$ cat config.mk
export PLATFORM = sky130hd
export DESIGN_NAME = uart_tx_arbiter_flat
export DESIGN_NICKNAME = d
export VERILOG_FILES = /design/src/rtl/uart_pkg.sv /design/src/rtl/uart_tx_arbiter_if.sv /design/src/rtl/rr_arbiter.sv /design/src/rtl/uart_tx_arbiter.sv /design/src/flat_wrapper.sv
export SDC_FILE = /design/constraint.sdc
export NUM_CORES = 1
export LEC_CHECK = 0
export CELL_PAD_IN_SITES_DETAIL_PLACEMENT = 1
export CELL_PAD_IN_SITES_GLOBAL_PLACEMENT = 1
export CORE_ASPECT_RATIO = 1.2
export CORE_MARGIN = 2
export CORE_UTILIZATION = 35
export DETAILED_ROUTE_END_ITERATION = 7
export HOLD_SLACK_MARGIN = 0.05
export PLACE_DENSITY = 0.85
export SETUP_SLACK_MARGIN = 0.15
export SLEW_MARGIN = 20
export SYNTH_ARGS = -nofsm -noshare
export SYNTH_HDL_FRONTEND = slang
export SYNTH_SLANG_ARGS = --single-unit
$ cat constraint.sdc
create_clock -name PCLK -period 1.51 [get_ports PCLK]
set_input_delay 0.3775 -clock PCLK [delete_from_list [all_inputs] [get_ports PCLK]]
set_output_delay 0.3775 -clock PCLK [all_outputs]
set_load 0.05 [all_outputs]
$ cat src/rtl/uart_pkg.sv
// ---------------------------------------------------------------------------
// uart_pkg
// Shared types and constants for the UART transmit arbiter.
//   state_e       : arbiter FSM states (ARB, START, WAIT, GAP)
//   DEFAULT_CPB   : default PCLK cycles per UART bit
//   FRAME_BITS    : bits per UART frame (start + 8 data + stop)
//   idx_width()   : width of an index into n requesters (at least 1 bit)
// ---------------------------------------------------------------------------
package uart_pkg;

    typedef enum logic [1:0] {
        ST_ARB   = 2'd0,
        ST_START = 2'd1,
        ST_WAIT  = 2'd2,
        ST_GAP   = 2'd3
    } state_e;

    localparam int DEFAULT_CPB = 87;
    localparam int FRAME_BITS  = 10;

    function automatic int idx_width(input int n);
        return (n > 1) ? $clog2(n) : 1;
    endfunction

endpackage

$ cat src/rtl/uart_tx_arbiter_if.sv
// ---------------------------------------------------------------------------
// uart_tx_arbiter_if
// Bundles the requester handshake and the transmitter control signals.
//   req_valid/req_data/req_ready : NREQ byte requesters (byte i at [8i+7:8i])
//   tx_start/tx_data/tx_done     : UART transmitter control
//   grant_id/busy/err_timeout    : status
// Modports: master = arbiter side, slave = requester/transmitter side.
// ---------------------------------------------------------------------------
interface uart_tx_arbiter_if
    import uart_pkg::*;
#(
    parameter int NREQ = 2
);
    localparam int IDW = idx_width(NREQ);

    logic [NREQ-1:0]   req_valid;
    logic [8*NREQ-1:0] req_data;
    logic [NREQ-1:0]   req_ready;
    logic              tx_start;
    logic [7:0]        tx_data;
    logic              tx_done;
    logic [IDW-1:0]    grant_id;
    logic              busy;
    logic              err_timeout;

    modport master (
        input  req_valid, req_data, tx_done,
        output req_ready, tx_start, tx_data, grant_id, busy, err_timeout
    );

    modport slave (
        output req_valid, req_data, tx_done,
        input  req_ready, tx_start, tx_data, grant_id, busy, err_timeout
    );
endinterface

$ cat src/rtl/rr_arbiter.sv
// ---------------------------------------------------------------------------
// rr_arbiter
// Combinational round-robin picker.
//   req_i  : request vector
//   last_i : index granted last time; search starts at last_i+1 (circular)
//   gnt_o  : one-hot grant (all zero when no request)
//   idx_o  : index of the winner
//   any_o  : at least one request present
// ---------------------------------------------------------------------------
module rr_arbiter #(
    parameter int NREQ = 2,
    parameter int IDW  = 1
) (
    input  logic [NREQ-1:0] req_i,
    input  logic [IDW-1:0]  last_i,
    output logic [NREQ-1:0] gnt_o,
    output logic [IDW-1:0]  idx_o,
    output logic            any_o
);
    // cand[k] is the requester examined k-th in priority order.
    logic [IDW-1:0] cand [NREQ];

    generate
        for (genvar gi = 0; gi < NREQ; gi++) begin : g_cand
            assign cand[gi] = IDW'((int'(last_i) + 1 + gi) % NREQ);
        end
    endgenerate

    always_comb begin
        gnt_o = '0;
        idx_o = '0;
        any_o = 1'b0;
        // Walk from lowest to highest priority so the highest-priority hit
        // is the final assignment.
        for (int k = NREQ - 1; k >= 0; k--) begin
            if (req_i[cand[k]]) begin
                idx_o = cand[k];
                any_o = 1'b1;
            end
        end
        if (any_o) begin
            gnt_o[idx_o] = 1'b1;
        end
    end
endmodule

$ cat src/rtl/uart_tx_arbiter.sv
// ---------------------------------------------------------------------------
// uart_tx_arbiter
// Shares one UART transmitter between NREQ byte requesters, round robin.
// Accepts one byte, pulses tx_start, waits for tx_done (with watchdog),
// then idles GAP cycles before arbitrating again.
//   PCLK   : clock, rising edge
//   PRESET : asynchronous active-high reset
//   bus    : requester handshake, transmitter control and status
// Everything except req_ready is registered.
// ---------------------------------------------------------------------------
module uart_tx_arbiter
    import uart_pkg::*;
#(
    parameter int NREQ    = 2,
    parameter int CPB     = DEFAULT_CPB,
    parameter int GAP     = 0,
    parameter int TIMEOUT = (FRAME_BITS + 2) * CPB
) (
    input  logic PCLK,
    input  logic PRESET,
    uart_tx_arbiter_if.master bus
);
    localparam int IDW = idx_width(NREQ);
    localparam int WDW = $clog2(TIMEOUT + 1);
    localparam logic [WDW-1:0] WD_LIMIT = WDW'(TIMEOUT - 1);
    localparam logic [7:0]     GAP_LAST = 8'(GAP - 1);

    state_e         state_q, state_d;
    logic [IDW-1:0] last_q, last_d;
    logic [IDW-1:0] grant_q, grant_d;
    logic [7:0]     tx_data_q, tx_data_d;
    logic           tx_start_q, tx_start_d;
    logic           busy_q, busy_d;
    logic           err_q, err_d;
    logic [WDW-1:0] wd_q, wd_d;
    logic [7:0]     gap_q, gap_d;

    logic [NREQ-1:0] pick_gnt;
    logic [IDW-1:0]  pick_idx;
    logic            pick_any;
    logic            wd_expired;

    rr_arbiter #(
        .NREQ (NREQ),
        .IDW  (IDW)
    ) u_rr (
        .req_i  (bus.req_valid),
        .last_i (last_q),
        .gnt_o  (pick_gnt),
        .idx_o  (pick_idx),
        .any_o  (pick_any)
    );

    assign wd_expired = (wd_q == WD_LIMIT);

    // State register
    always_ff @(posedge PCLK or posedge PRESET) begin
        if (PRESET) begin
            state_q    <= ST_ARB;
            last_q     <= IDW'(NREQ - 1);  // requester 0 wins first
            grant_q    <= '0;
            tx_data_q  <= '0;
            tx_start_q <= 1'b0;
            busy_q     <= 1'b0;
            err_q      <= 1'b0;
            wd_q       <= '0;
            gap_q      <= '0;
        end else begin
            state_q    <= state_d;
            last_q     <= last_d;
            grant_q    <= grant_d;
            tx_data_q  <= tx_data_d;
            tx_start_q <= tx_start_d;
            busy_q     <= busy_d;
            err_q      <= err_d;
            wd_q       <= wd_d;
            gap_q      <= gap_d;
        end
    end

    // Next-state logic
    always_comb begin
        state_d = state_q;
        case (state_q)
            ST_ARB:   if (pick_any) state_d = ST_START;
            ST_START: state_d = ST_WAIT;
            ST_WAIT: begin
                if (bus.tx_done || wd_expired) begin
                    state_d = (GAP == 0) ? ST_ARB : ST_GAP;
                end
            end
            ST_GAP:   if (gap_q == GAP_LAST) state_d = ST_ARB;
            default:  state_d = ST_ARB;
        endcase
    end

    // Output / datapath next values
    always_comb begin
        last_d    = last_q;
        grant_d   = grant_q;
        tx_data_d = tx_data_q;
        wd_d      = wd_q;
        gap_d     = gap_q;
        // Registered outputs look one state ahead so they line up with it.
        tx_start_d = (state_d == ST_START);
        busy_d     = (state_d != ST_ARB);
        // A done arriving on the expiry cycle takes precedence.
        err_d      = (state_q == ST_WAIT) && !bus.tx_done && wd_expired;
        case (state_q)
            ST_ARB: begin
                if (pick_any) begin
                    tx_data_d = bus.req_data[int'(pick_idx) * 8 +: 8];
                    grant_d   = pick_idx;
                    last_d    = pick_idx;
                end
            end
            // The start cycle counts as the first watchdog cycle, so the
            // error pulse lands TIMEOUT cycles after tx_start.
            ST_START: wd_d = WDW'(1);
            ST_WAIT: begin
                wd_d  = wd_q + WDW'(1);
                gap_d = '0;
            end
            ST_GAP:   gap_d = gap_q + 8'd1;
            default:  ;
        endcase
    end

    assign bus.req_ready   = (state_q == ST_ARB) ? pick_gnt : '0;
    assign bus.tx_start    = tx_start_q;
    assign bus.tx_data     = tx_data_q;
    assign bus.grant_id    = grant_q;
    assign bus.busy        = busy_q;
    assign bus.err_timeout = err_q;
endmodule

$ cat src/flat_wrapper.sv
// flat-port wrapper written by rule: the top's interface ports become plain ports
module uart_tx_arbiter_flat import uart_pkg::*;
#(
    parameter int NREQ    = 2,
    parameter int CPB     = DEFAULT_CPB,
    parameter int GAP     = 0,
    parameter int TIMEOUT = (FRAME_BITS + 2) * CPB
)
  (PCLK, PRESET, bus_req_valid, bus_req_data, bus_tx_done, bus_req_ready, bus_tx_start, bus_tx_data, bus_grant_id, bus_busy, bus_err_timeout);
  uart_tx_arbiter_if #(.NREQ(NREQ)) bus_i ();
  input  logic PCLK;
  input  logic PRESET;
  input wire logic [$bits(bus_i.req_valid)-1:0] bus_req_valid;
  input wire logic [$bits(bus_i.req_data)-1:0] bus_req_data;
  input wire logic [$bits(bus_i.tx_done)-1:0] bus_tx_done;
  output wire logic [$bits(bus_i.req_ready)-1:0] bus_req_ready;
  output wire logic [$bits(bus_i.tx_start)-1:0] bus_tx_start;
  output wire logic [$bits(bus_i.tx_data)-1:0] bus_tx_data;
  output wire logic [$bits(bus_i.grant_id)-1:0] bus_grant_id;
  output wire logic [$bits(bus_i.busy)-1:0] bus_busy;
  output wire logic [$bits(bus_i.err_timeout)-1:0] bus_err_timeout;
  assign bus_i.req_valid = bus_req_valid;
  assign bus_i.req_data = bus_req_data;
  assign bus_i.tx_done = bus_tx_done;
  assign bus_req_ready = bus_i.req_ready;
  assign bus_tx_start = bus_i.tx_start;
  assign bus_tx_data = bus_i.tx_data;
  assign bus_grant_id = bus_i.grant_id;
  assign bus_busy = bus_i.busy;
  assign bus_err_timeout = bus_i.err_timeout;
  uart_tx_arbiter #(.NREQ(NREQ), .CPB(CPB), .GAP(GAP), .TIMEOUT(TIMEOUT)) u_core (.PCLK(PCLK), .PRESET(PRESET), .bus(bus_i));
endmodule
Word level (Yosys, flattened, before mapping):

Cells that the tools add are included.

* register bits: 34
* bits of input ports: 21
* output and inout port bits: 14
* logic and storage cells: 52

* $add $sub $neg: 4
* order comparisons: 4
* eq/ne operators: 6
* shifts and indexed selects: 1
* multiplexer cells: 18
* reductions and logical operators: 10

Operator list (count)
* case mux 11 bit (2 select lines): 1
* case mux 8 bit (2 select lines): 1
* indexed part select 16 x 5 -> 8 bit: 1
* adder 11 x 1 -> 11 bit, second input constant: 1
* == test 11 bit, second input constant: 1
* two-way mux 2 bit: 5
* two-way mux 1 bit: 9
* adder 8 x 1 -> 8 bit, second input constant: 1
* == test 8 bit, second input constant: 1
* case mux 2 bit (4 select lines): 1
* < comparator 1 x 2 -> 1 bit, second input constant: 3
* nonzero test 2 bit: 3
* == test 2 x 1 -> 1 bit, second input constant: 2
* == test 2 bit, second input constant: 2
* logical AND 1 bit: 3
* adder 1 bit, second input constant: 2
* logical NOT 2 bit: 1
* AND reduction 2 bit: 1
* demux 1 bit (select 1 bit): 1
* greater-or-equal comparator 1 bit, second input constant: 1
* logical NOT 1 bit: 1
* logical OR 1 bit: 1

Longest topological paths before layout:

* word-level depth: 12
* mapped depth: 7

By module:

From an unflattened synthesis, not the netlist that was laid out.

* cells, all modules: 176
* area, all modules: 1737.9 µm²

By module, submodules not included
* uart_tx_arbiter: times used 1, cells an instance 171, area each 1705.4 µm², sequential area each 852.1 µm²
* rr_arbiter: times used 1, cells an instance 5, area each 32.5 µm², sequential area each 0.0 µm²

Least setup slack after synthesis:

Ideal clock, no wire load.

* kind: register -> output
* start: register u_core.state_q[1]
* end: output bus_req_ready[0]
* data arrival time: 1.717 ns
* slack: -0.585 ns
* cell stages (with the launch flop): 6
* buffers on the path: 1
* path through: dfrtp_1 -> inv_1 -> ha_1 -> o21ai_0 -> clkbuf_1 -> nor2_1

* longest elaborated chain between the ends: 2

Ends and longest elaborated chain
* start: declaration: RTL line uart_tx_arbiter.sv:28 `state_e state_q, state_d;`
* start signal: assignment: RTL line uart_tx_arbiter.sv:69 `state_q <= state_d;`
* logical NOT 2 bit: RTL line uart_tx_arbiter.sv:129 `assign bus.req_ready = (state_q == ST_ARB) ? pick_gnt : '0;`
* two-way mux 2 bit: RTL line uart_tx_arbiter.sv:129
* end: declaration: RTL line flat_wrapper.sv:16 `output wire logic [$bits(bus_i.req_ready)-1:0] bus_req_ready;`

No other way between the ends.

Final worst setup path:

Ends and elaborated chain as after synthesis.

==> results.py <==
metrics = {
    "clock_network": {
        "clock_path_buffers": 2,
        "cts_buffers": 5,
        "clk_latency_ps": 310,
        "path_clk_slew_ps": 80,
        "htree_num_levels": 2,
        "tritoncts": "done",
        "cts.sinks": 34,
        "clockRootBuffer": "clkbuf_8",
    },
    "timing": {
        "relSlewSlack_pct": 80.6,
        "clock.fmax_mhz": 581,
        "report.final.slew_viol_count": 0,
        "finalSetupViolations": 12,
        "period_needed_ps": 1720,
        "final_hold_viol_count": 0,
        "fin_crit_sh_pct": 114,
        "finalSetupTns_ps": -934,
        "fin_worst_skew_ps": 16.7,
        "setup_ws_ps": -211,
        "worstMarginPinSlew_ps": 289,
        "rsz0062_at_grt": "true",
    },
    "setup_path": {
        "worst_setup_path_start_kind": "register",
        "critPathKind": "reg2out",
        "worstPathRequired_ps": 1130,
        "cp_slowest_cell": "dfrtp_2",
        "endpoint_kind": "output port",
        "path_max_fanout": 3,
        "reg2regPathDepth": 7,
        "critPathMaxStageDelay_ps": 460,
        "path_buf_inv": 2,
        "cp_data_arrival_time_ps": 1340,
        "crit_cells": 5,
        "critPathTopFamily": "flip-flops",
        "path_cells": "inv_4 -> ha_4 -> o21ai_4 -> nor2_4 -> buf_8",
    },
    "global_routing": {
        "grt_pass1_vias": 1756,
        "grt_overflow": 0,
        "grt_max_degree": 35,
        "grt_pass1_wl_um": 8810,
        "antenna_found_initial": 1,
        "grt_usage_pct": 22.7,
    },
    "floorplan": {
        "io_pins": 35,
        "dieArea_sq_um": 5510,
        "fp.dieH_um": 80.9,
        "initial_core_util_pct": 35.7,
        "coreArea_sq_um": 4830,
        "fp.dieW_um": 68.1,
        "row_count": 28,
    },
    "power": {
        "power_mw": 6.09,
        "ir_worst_vdd_uv": 1150,
        "p_leak_nw": 1.29,
        "power_density_nw_per_um2": 2030,
    },
    "synthesis": {
        "avgSynthCellArea_sq_um": 10.4,
        "synth.top_cell.area_share_pct": 47.9,
        "ys_warn_count": 0,
        "synthFlopType": "dfrtp_1",
        "synth.ff_latch_count": 34,
        "synth_area_leader_cell": "dfrtp_1",
        "synth_cells": 166,
        "synthesis.nets": 192,
        "synth_cell_types": 39,
        "synthTopCellsByArea": "dfrtp_1, mux2i_1, o21ai_0, ha_1, nand3_1",
        "async_flop_share_pct": 100,
        "synth_seq_area_share_pct": 49.4,
        "syn_area_sq_um": 1720,
        "synth-edff-count": 0,
    },
    "final_layout": {
        "fillers": 474,
        "nNetsFinal": 264,
        "final_area_sq_um": 3000,
        "drive_gt1_share_pct": 48.1,
        "area_growth_pct": 74.0,
    },
    "route": {
        "vias_per_cell": 5.42,
        "wl_um": 6940,
        "route.antenna.remaining_nets": 0,
        "drtPass1Iterations": 4,
        "drc": 0,
        "wl_per_cell_um": 23.1,
        "vias": 1625,
        "drt-initial-drc-count": 49,
    },
    "placed_design": {
        "gp_congestion": 0.785,
        "placed_area_sq_um": 2390,
        "place_hpwl_um": 3320,
        "pre_cts_slack_ps": -331,
        "io_buffers": 34,
    },
    "run": {
        "cap_violations": 0,
    },
    "outcome": {
        "status": "finished, violations left",
        "violations": "setup timing",
    },
    "hold_path": {
        "hold_path.class": "in2async",
    },
}
## per-stage QoR
step	hold slack, ps	std cells	util, %
global route	445	300	62.1
global placement	459	268	49.4
CTS	449	285	55.0
detailed placement	479	268	49.4
finish	439	300	62.1
floorplan	446	166	-
## repair_timing
| action | in CTS | in global routing |
|---|---|---|
| setup buffers | 9 | 11 |
| pin swaps | 7 | 17 |
| gates resized for setup | 29 | 56 |
| gates cloned | 0 | 3 |
| setup endpoints to repair | 33 | 33 |
| hold buffers | 0 | 0 |
## worst register-to-register path, stage by stage, from the launching register on
cell      delay [ps]
dfrtp_2          460
buf_4            160
buf_6            130
ha_4             190
nand2b_4          80
a31oi_4           50
nor3_4           310
o21ba_1          180
## report_power, final
group | total (mW) | leakage, nW | internal, mW | switching (mW)
clock | 0.729 | 0.0482 | 0.368 | 0.361
combinational | 3.90 | 0.797 | 1.93 | 1.97
sequential | 1.46 | 0.441 | 1.16 | 0.297
## layout make-up
class,instances,area [sq um],share of cell area (%)
multi-input combinational,119,1100,36.7
sequential,34,855,28.5
timing repair buffer,71,846,28.2
clock buffer,7,86.3,2.88
tap,60,75.1,2.50
inverter,7,31.3,1.04
clock inverter,1,5.00,0.167
antenna,1,2.50,0.0834
## synth_stat cells, types with 3 or more instances
cell type,count
mux2i_1,9
o21ai_0,15
and3_1,3
ha_1,5
dfrtp_1,33
nand3_1,12
a22o_1,5
nand2_1,16
a21oi_1,4
inv_1,7
xnor2_1,4
nand4_1,4
nor3_1,3
nor2_1,12
xor2_1,5
## worst paths after layout
check / end / slack, ps / startpoint
worst max-delay path: bus_req_ready[0] / -210 / u_core.state_q[1]
worst min-delay path: u_core.bus.tx_data[3] / 440 / PRESET
worst max register to register: u_core.bus.tx_start / -130 / u_core.state_q[1]
worst min register to register: u_core.wd_q[1] / 560 / u_core.wd_q[1]
max in group asynchronous: u_core.last_q / 800 / PRESET
min in group PCLK: u_core.wd_q[1] / 560 / u_core.wd_q[1]
## state kept, by name (all words and copies together) (netlist names)
register / flops
u_core.bus.busy: 1
u_core.bus.tx_start: 1
u_core.gap_q: 8
u_core.bus.err_timeout: 1
u_core.bus.tx_data: 8
u_core.state_q: 2
u_core.last_q: 1
u_core.bus.grant_id: 1
u_core.wd_q: 11
## kinds of logic (layout without fill, tap and decap cells)
kind of cell / after synthesis / count (layout) / share of synthesized area [%]
simple gates: 61 / 61 / 20.0
mux: 10 / 10 / 5.88
compound gates: 34 / 34 / 12.6
other cells: 0 / 1 / 0
xor+xnor: 9 / 9 / 4.57
flops: 34 / 34 / 49.4
fa+ha+maj: 5 / 5 / 3.63
buf+inv: 13 / 86 / 3.99
## layout by cell type (no fill, tap or decap), types with 3 or more instances in the layout
| cell type | n |
|---|---|
| dfrtp_1 | 31 |
| buf_4 | 26 |
| clkdlybuf4s50_1 | 18 |
| buf_12 | 16 |
| nand3_1 | 10 |
| o21ai_1 | 9 |
| nand2_1 | 9 |
| nor2_1 | 8 |
| nand2_2 | 6 |
| clkbuf_8 | 6 |
| buf_6 | 6 |
| xor2_1 | 5 |
| a22o_1 | 5 |
| mux2i_1 | 4 |
| o21ai_2 | 4 |
| inv_1 | 4 |
| a21oi_2 | 4 |
| nand4_1 | 4 |
| xnor2_1 | 4 |
| mux2i_4 | 3 |
| nor2_4 | 3 |
| ha_4 | 3 |
## layer usage
layer | routed length, um | part of all wire (%) | track usage (%) | vias to the layer above
li1 | - | - | - | 733
met4 | 391 | 5.6 | 12.4 | 0
met2 | 4040 | 58 | 43.7 | 39
met5 | 0 | 0 | 0 | -
met3 | 211 | 3.0 | 4.43 | 20
met1 | 2300 | 33 | 21.7 | 833
Note: power is estimated with default switching activity, not from simulation.
